**config.mk**
```make
export PLATFORM = sky130hd
export DESIGN_NAME = imem_loader
export DESIGN_NICKNAME = d
export VERILOG_FILES = /design/src/rtl/imem_loader.sv
export SDC_FILE = /design/constraint.sdc
export NUM_CORES = 1
export LEC_CHECK = 0
export CAP_MARGIN = 25
export CORE_MARGIN = 10
export CORE_UTILIZATION = 55
export CTS_CLUSTER_SIZE = 12
export DETAILED_ROUTE_END_ITERATION = 16
export PLACE_DENSITY = 0.81
export SYNTH_ARGS = -nofsm -noshare
export SYNTH_HDL_FRONTEND = slang
export SYNTH_SLANG_ARGS = --single-unit
```
**constraint.sdc**
```tcl
create_clock -name clk -period 2.04 [get_ports clk]
set_input_delay 0.306 -clock clk [delete_from_list [all_inputs] [get_ports clk]]
set_output_delay 0.306 -clock clk [all_outputs]
set_load 0.03 [all_outputs]
```
**src/rtl/imem_loader.sv**
```systemverilog
// imem_loader: receives a framed byte stream (16-bit word count, 4N little-endian
// instruction bytes, XOR checksum), writes assembled words into the instruction
// memory and holds the CPU stalled until a good load has completed.
module imem_loader #(
    parameter int ADDR_W = 5,
    parameter int DEPTH  = 32,
    parameter int BASE   = 0
) (
    input  logic              clk,
    input  logic              rst,
    input  logic              start,
    input  logic              in_valid,
    input  logic [7:0]        in_data,
    output logic              in_ready,
    output logic              wr_en,
    output logic [ADDR_W-1:0] wr_addr,
    output logic [31:0]       wr_data,
    output logic [ADDR_W:0]   words_written,
    output logic              busy,
    output logic              done,
    output logic              err,
    output logic              cpu_hold
);

    typedef enum logic [2:0] {
        S_IDLE,
        S_HDR0,
        S_HDR1,
        S_DATA,
        S_CSUM,
        S_DONE,
        S_ERR
    } state_t;

    state_t            state_q, state_d;
    logic [7:0]        n_lo_q;
    logic [15:0]       count_q;
    logic [1:0]        lane_q;
    logic [7:0]        xor_q;
    logic [ADDR_W:0]   words_written_q;
    logic              wr_en_q;
    logic [ADDR_W-1:0] wr_addr_q;
    logic [31:0]       wr_data_q;
    logic              done_q;
    logic              err_q;

    logic              accept;
    logic              start_ok;
    logic              data_accept;
    logic              last_word;
    logic [15:0]       hdr_count;

    assign accept      = in_valid && in_ready;
    assign start_ok    = start && (state_q == S_IDLE || state_q == S_DONE || state_q == S_ERR);
    assign data_accept = accept && (state_q == S_DATA);
    assign hdr_count   = {in_data, n_lo_q};
    // The word being completed is the last one when it brings the count up to N.
    assign last_word   = (16'(words_written_q) + 16'd1) == count_q;

    // State register
    always_ff @(posedge clk) begin
        if (rst) begin
            state_q <= S_IDLE;
        end else begin
            state_q <= state_d;
        end
    end

    // Next-state logic and state-decoded handshake/status levels
    always_comb begin
        state_d  = state_q;
        in_ready = 1'b0;
        busy     = 1'b0;
        cpu_hold = 1'b0;
        unique case (state_q)
            S_IDLE, S_DONE, S_ERR: begin
                cpu_hold = (state_q == S_ERR);
                if (start) begin
                    state_d = S_HDR0;
                end
            end
            S_HDR0: begin
                in_ready = 1'b1;
                busy     = 1'b1;
                cpu_hold = 1'b1;
                if (accept) begin
                    state_d = S_HDR1;
                end
            end
            S_HDR1: begin
                in_ready = 1'b1;
                busy     = 1'b1;
                cpu_hold = 1'b1;
                if (accept) begin
                    if (hdr_count > 16'(DEPTH)) begin
                        state_d = S_ERR;
                    end else if (hdr_count == 16'd0) begin
                        state_d = S_CSUM;
                    end else begin
                        state_d = S_DATA;
                    end
                end
            end
            S_DATA: begin
                in_ready = 1'b1;
                busy     = 1'b1;
                cpu_hold = 1'b1;
                if (accept && lane_q == 2'd3 && last_word) begin
                    state_d = S_CSUM;
                end
            end
            S_CSUM: begin
                in_ready = 1'b1;
                busy     = 1'b1;
                cpu_hold = 1'b1;
                if (accept) begin
                    state_d = (in_data == xor_q) ? S_DONE : S_ERR;
                end
            end
            default: begin
                state_d = S_IDLE;
            end
        endcase
    end

    // Byte lanes 0..2 of the word under assembly; lane 3 goes straight into wr_data
    genvar gi;
    generate
        for (gi = 0; gi < 3; gi++) begin : g_lane
            logic [7:0] byte_q;
            // Capture the byte arriving on this lane
            always_ff @(posedge clk) begin
                if (rst) begin
                    byte_q <= 8'h00;
                end else if (data_accept && lane_q == 2'(gi)) begin
                    byte_q <= in_data;
                end
            end
        end
    endgenerate

    // Header latch, running checksum, word counter, write port and result flags
    always_ff @(posedge clk) begin
        if (rst) begin
            n_lo_q          <= 8'h00;
            count_q         <= 16'h0000;
            lane_q          <= 2'd0;
            xor_q           <= 8'h00;
            words_written_q <= '0;
            wr_en_q         <= 1'b0;
            wr_addr_q       <= '0;
            wr_data_q       <= 32'h0000_0000;
            done_q          <= 1'b0;
            err_q           <= 1'b0;
        end else begin
            wr_en_q <= 1'b0;
            if (start_ok) begin
                words_written_q <= '0;
                lane_q          <= 2'd0;
                xor_q           <= 8'h00;
                done_q          <= 1'b0;
                err_q           <= 1'b0;
            end
            if (accept && state_q != S_CSUM) begin
                xor_q <= xor_q ^ in_data;
            end
            if (accept && state_q == S_HDR0) begin
                n_lo_q <= in_data;
            end
            if (accept && state_q == S_HDR1) begin
                count_q <= hdr_count;
                if (hdr_count > 16'(DEPTH)) begin
                    err_q <= 1'b1;
                end
            end
            if (data_accept) begin
                lane_q <= lane_q + 2'd1;
                if (lane_q == 2'd3) begin
                    wr_en_q         <= 1'b1;
                    wr_data_q       <= {in_data, g_lane[2].byte_q, g_lane[1].byte_q, g_lane[0].byte_q};
                    wr_addr_q       <= ADDR_W'(BASE) + words_written_q[ADDR_W-1:0];
                    words_written_q <= words_written_q + 1'b1;
                end
            end
            if (accept && state_q == S_CSUM) begin
                done_q <= (in_data == xor_q);
                err_q  <= (in_data != xor_q);
            end
        end
    end

    assign wr_en         = wr_en_q;
    assign wr_addr       = wr_addr_q;
    assign wr_data       = wr_data_q;
    assign words_written = words_written_q;
    assign done          = done_q;
    assign err           = err_q;

endmodule

```
* Word-level counts from Yosys, hierarchy flattened
Index checks and enable logic that the tools add are counted.
** Operators by class
- Add/sub/neg operators :: 3
- $lt $le $gt $ge :: 1
- Eq/ne operators :: 18
- Multiplexer cells :: 25
- Bitwise gates (word level) :: 2
- Reductions and logical operators :: 25
** Operators with widths (number)
- 2-to-1 mux 3 bit :: 7
- 2-to-1 mux 6 bit :: 3
- equality test 7 x 16 -> 1 bit :: 1
- > comparator 16 x 6 -> 1 bit (second input constant) :: 1
- zero test 16 bit :: 1
- 2-to-1 mux 8 bit :: 2
- one-hot mux 3 bit (5 select lines) :: 1
- logical AND 1 bit :: 12
- equality test 3 bit (second input constant) :: 3
- equality test 8 bit :: 1
- 2-to-1 mux 1 bit :: 8
- != test 2 bit (second input constant) :: 4
- != test 8 bit :: 1
- XOR 8 bit :: 1
- adder 6 x 1 -> 7 bit (second input constant) :: 1
- adder 6 x 1 -> 6 bit (second input constant) :: 1
- equality test 3 x 2 -> 1 bit (second input constant) :: 2
- 2-to-1 mux 2 bit :: 3
- nonzero test 2 bit :: 3
- AND reduction 5 bit :: 1
- equality test 2 bit (second input constant) :: 2
- OR reduction 4 bit :: 1
- equality test 3 x 1 -> 1 bit (second input constant) :: 1
- zero test 3 bit :: 1
- 11 further kinds :: 12
** Word-level totals
- Bits in registers :: 107
- Bits of input ports :: 12
- Word-level logic and storage cells :: 88

* Longest topological paths before layout
- Word-level depth :: 8
- Mapped depth :: 8
- Depth with buffers taken out :: 6

* Least setup slack after synthesis
No wires, ideal clock.
- Kind :: reg-to-reg
- Start point :: register words_written_q[2] (netlist: words_written[2])
- End point :: register state_q[1]
- Library setup time :: 0.131 ns
- Arrival time :: 1.776 ns
- Path slack :: 0.133 ns
- Cell stages (with the launch flop) :: 7
- Buffers on the path :: 1
- Cell sequence :: dfxtp_1 > clkbuf_2 > xor3_1 > o22a_1 > nor3b_1 > a31o_1 > a31oi_1
** Between the ends
- Word-level cells in the longest chain between the ends :: 5
** Ends and longest elaborated chain
- start, declared :: line 40 : logic [ADDR_W:0] words_written_q;
- start signal, assigned :: line 182 : words_written_q <= words_written_q + 1'b1;
- adder 6 x 1 -> 7 bit :: line 58 : assign last_word = (16'(words_written_q) + 16'd1) == count_q;
- equality test 7 x 16 -> 1 bit :: line 58
- logical AND 1 bit :: line 108 : if (accept && lane_q == 2'd3 && last_word) begin
- != test 2 x 1 -> 1 bit (no source line)
- AND reduction 5 bit (no source line)
- end signal, assigned :: line 65 : state_q <= state_d;
- end, declared :: line 35 : state_t state_q, state_d;
Every way passes these cells.
A chain may end at the register's enable or synchronous reset.

* Worst setup path in the final report
- Start point :: register words_written_q[4] (netlist: words_written[4])
- End point :: output words_written[4]
** RTL lines
- end, declared :: line 18 : output logic [ADDR_W:0] words_written,
No word-level cell between the ends.

==> results.txt <==
The total half-perimeter wirelength after legalization and detailed placement came out at 8.74 mm. The total count of hold-check failures in the final report is 0. The number of antenna diodes in the final layout is 0. The cell count after placement is 756. The area fraction in compound gates after synthesis was 0.167.

The region available for standard cell placement spans 8220 sq um. By area, the combinational part of the netlist is dominated by simple AND/OR/NAND/NOR gates. The flow ran to the end, and the final reports show no timing, DRC or antenna violations. The via count of the first global-routing pass is 3959. The insertion delay of the later-clocked pin in the worst-skew pair came out at 0.38 ns. The post-synthesis simple-gate area fraction came out at 0.271.

The final weighted congestion in routability-driven placement is 0.920. The final period demand of the worst path is 1.95 ns. The worst path arrival time is 1.64 ns.

The layout cell share with drive strength beyond 1 came out at 0.106. The maximum count of clock buffers along a single path came out at 2. The worst clock skew is 0.0117 ns. The signal on the critical path passes through clkdlybuf4s50_1. The category of the worst setup path capture point is an output pin. Synthesis handed over a netlist of 595 instances.

The effective utilization at floorplan came out at 0.565. The synthesized design contains 0 enable-type register cells. The instance area at placement came out at 5510 sq um. The final setup TNS came out at 0 ns. Summed over all cells, the static leakage comes to 1.99 nW. CTS built an H-tree with a depth of 3. The beginning of the worst hold path is rst. The power density normalized to cell area came out at 923 nW/um^2. The number of antenna violations at the first check in global routing was 0. The finished cells cover 5760 sq um. The yosys synthesis warning count came out at 0.

In the routed layout, each cell is associated on average with a via count of 5.65. The post-synthesis sequential element count came out at 107. Grouping stages by cell kind, the critical path spends the most delay in buffers and inverters. The post-route worst setup slack is 0.0932 ns. The die covers 12500 sq um. The area growth from synthesis to layout came out at 24.1%. The length of the first detailed-routing pass in iterations is 5. STA classifies the critical path startpoint as a flop.

Averaged over all synthesized cells, the footprint is 7.80 sq um. TritonCTS built the clock tree. The pre-CTS setup slack is -0.154 ns. The net count of the finished layout is 679. The number of clock buffers inserted by TritonCTS came out at 9.

The path class of the tightest hold or removal check is in -> reg. The share of synthesized flip-flops with an asynchronous set or reset came out at 0. The die is 112 microns wide. The summed instance area of the synthesized netlist is 4640 sq um. The clock transition time at the flip-flop clock pins of the worst setup and hold paths came out at 0.11 ns.

Setup repair after global routing left no endpoint under its margin. The routed wire length is 12.0 mm. The total buffers and inverters traversed by the critical path is 1.

The number of nets in the synthesized netlist is 612. The total overflow left after global routing is 0. The max-slew violation total from the final report is 0. The maximum fanout along the worst path came out at 10.

For this run, design rule violations remaining after detail routing come to 0. The number of standard cells in the final layout excluding fillers came out at 772. Dividing the final minimum period by the clock period gives 0.954. The number of vias after detailed routing is 4361. The largest individual stage delay along the critical path comes from the cell sky130_fd_sc_hd__clkdlybuf4s50_1.

The required time reported for the critical path endpoint came out at 1.73 ns. The final number of setup-violating endpoints is 0. The maximum number of pins on one net before global-route repair is 58. The fmax came out at 0.514 GHz. The startpoint identified for the worst register-to-register timing path is state_q[2].

CTS placed an instance of sky130_fd_sc_hd__clkbuf_8 at the clock tree root. The first-pass GRT wire length is 19.4 mm. The adder-cell share of the synthesized area is 0.0135. The library cell used most frequently in the layout, excluding fill and tap cells, is sky130_fd_sc_hd__nand2_1. For the pin with the worst max-slew slack, the measured transition is 0.522 ns.

61 I/O pins were placed. In this run the worst setup path begins at words_written[4]. After the first detailed-routing iteration, the DRC count stood at 285. The largest stage delay on the critical path came out at 0.74 ns. The worst setup path is of the reg -> out kind. The detail-routed net length per standard cell came out at 15.6 microns. The unique cell type count in the Yosys netlist is 56.

The sink count of the clock tree came out at 107. The most used flip-flop cell after synthesis is sky130_fd_sc_hd__dfxtp_1. Measured against the total synthesized area, the mux share comes to 0.00431. The maximum resistive drop on vdd is 0.531 mV. Hold repair after CTS inserted 0 buffers. Of the synthesized area, sequential elements account for 0.461. The parity-gate share of the synthesized area counting xor and xnor cells is 0.0296.

The worst slew margin relative to its limit is 0.652. The number of placement rows came out at 33. In the layout the commonest cells are 159 x sky130_fd_sc_hd__nand2_1, 109 x sky130_fd_sc_hd__a21oi_1, 106 x sky130_fd_sc_hd__dfxtp_1.

The all-layer global routing usage came out at 0.184. Input and output buffers added on the ports amount to 60. The die is 112 microns tall.

The max-capacitance violation count came out at 0. In this run the remaining antenna-violating nets after routing total 0.
sequential cells by signal, summed over array words and instances (netlist names):
register and flops:
wr_data 32, lane_q 2, words_written 6, count_q 16, err 1, g_lane.byte_q 24
done 1, n_lo_q 8, wr_addr 5, wr_en 1, xor_q 8, state_q 3
cell usage after synthesis (2+ instances only):
cell / n / area share
sky130_fd_sc_hd__and2_1: 3 / 0.0040
sky130_fd_sc_hd__clkbuf_1: 30 / 0.024
sky130_fd_sc_hd__nor3_1: 2 / 0.0022
sky130_fd_sc_hd__mux2i_1: 2 / 0.0043
sky130_fd_sc_hd__dfxtp_1: 107 / 0.46
sky130_fd_sc_hd__buf_2: 11 / 0.012
sky130_fd_sc_hd__and3_1: 3 / 0.0040
sky130_fd_sc_hd__ha_1: 5 / 0.013
sky130_fd_sc_hd__inv_1: 7 / 0.0057
sky130_fd_sc_hd__buf_6: 3 / 0.0073
sky130_fd_sc_hd__nand3_1: 36 / 0.039
sky130_fd_sc_hd__xor2_1: 4 / 0.0075
sky130_fd_sc_hd__or3_1: 5 / 0.0067
sky130_fd_sc_hd__xnor2_1: 9 / 0.017
sky130_fd_sc_hd__a21oi_1: 109 / 0.12
sky130_fd_sc_hd__nand2_1: 159 / 0.13
sky130_fd_sc_hd__nand4_1: 6 / 0.0081
sky130_fd_sc_hd__nand3b_1: 10 / 0.016
sky130_fd_sc_hd__nor4b_1: 2 / 0.0038
sky130_fd_sc_hd__or4_1: 2 / 0.0032
sky130_fd_sc_hd__o21ai_1: 3 / 0.0032
sky130_fd_sc_hd__nor2b_1: 4 / 0.0054
sky130_fd_sc_hd__buf_4: 2 / 0.0032
sky130_fd_sc_hd__o21ai_0: 14 / 0.015
sky130_fd_sc_hd__a31oi_1: 2 / 0.0027
sky130_fd_sc_hd__nor2_1: 22 / 0.018
sky130_fd_sc_hd__nor4_1: 3 / 0.0040
sky130_fd_sc_hd__nand4bb_1: 2 / 0.0049
per-stage QoR:
step | hold slack (ns) | power, W | util
finish | 0.410 | 0.00532 | 0.702
global route | 0.415 | 0.00556 | 0.702
CTS | 0.399 | 0.00531 | 0.701
detailed placement | 0.446 | 0.00375 | 0.670
global placement | 0.442 | 0.00371 | 0.670
floorplan | 0.432 | 0.00328 | -
worst paths after layout:
check	to	slack, ns	depth (start not counted)
setup / recovery	words_written[4]	0.09	1
hold / removal	lane_q[1]	0.41	2
setup reg to reg	state_q[0]	0.13	7
hold reg to reg	wr_data[10]	0.46	2
area by class of cell:
cell class                 count  area, sq um
clock buffer                  10          138
fill                         678         2450
clock inverter                 6          116
timing repair buffer         104          957
multi-input combinational    433         2250
inverter                       7         26.3
sequential                   107         2140
tap                          105          131
kinds of logic (layout without fill, tap and decap cells):
logic type	count (synthesis)	count (layout)
AOI/OAI and AO/OA	142	142
xor gates and xnor gates	14	14
adders and majority gates	5	5
buffers and inverters	55	127
DFF	107	107
muxes	2	2
and+or+nand+nor	270	270
report_power, final:
group | internal, W | leakage [nW] | switching, W
Clock | 0.000862 | 0.128 | 0.000747
Sequential | 0.00220 | 0.864 | 0.000117
Combinational | 0.000560 | 0.996 | 0.000833
layer usage:
layer | up-vias | GRT usage | routed length (microns)
met1 | 2060 | 0.218 | 5060
met4 | 0 | 0.0557 | 220
met2 | 129 | 0.318 | 5990
li1 | 2152 | - | -
met5 | - | 0 | 0
met3 | 20 | 0.0472 | 744
repair_timing:
| item | in CTS | in global routing |
|---|---|---|
| gates resized for setup | 1 | 2 |
| setup endpoints to repair | 1 | 2 |
| pin swaps | 0 | 0 |
| buffers inserted | 0 | 0 |
(Power assumes the default switching activity.)
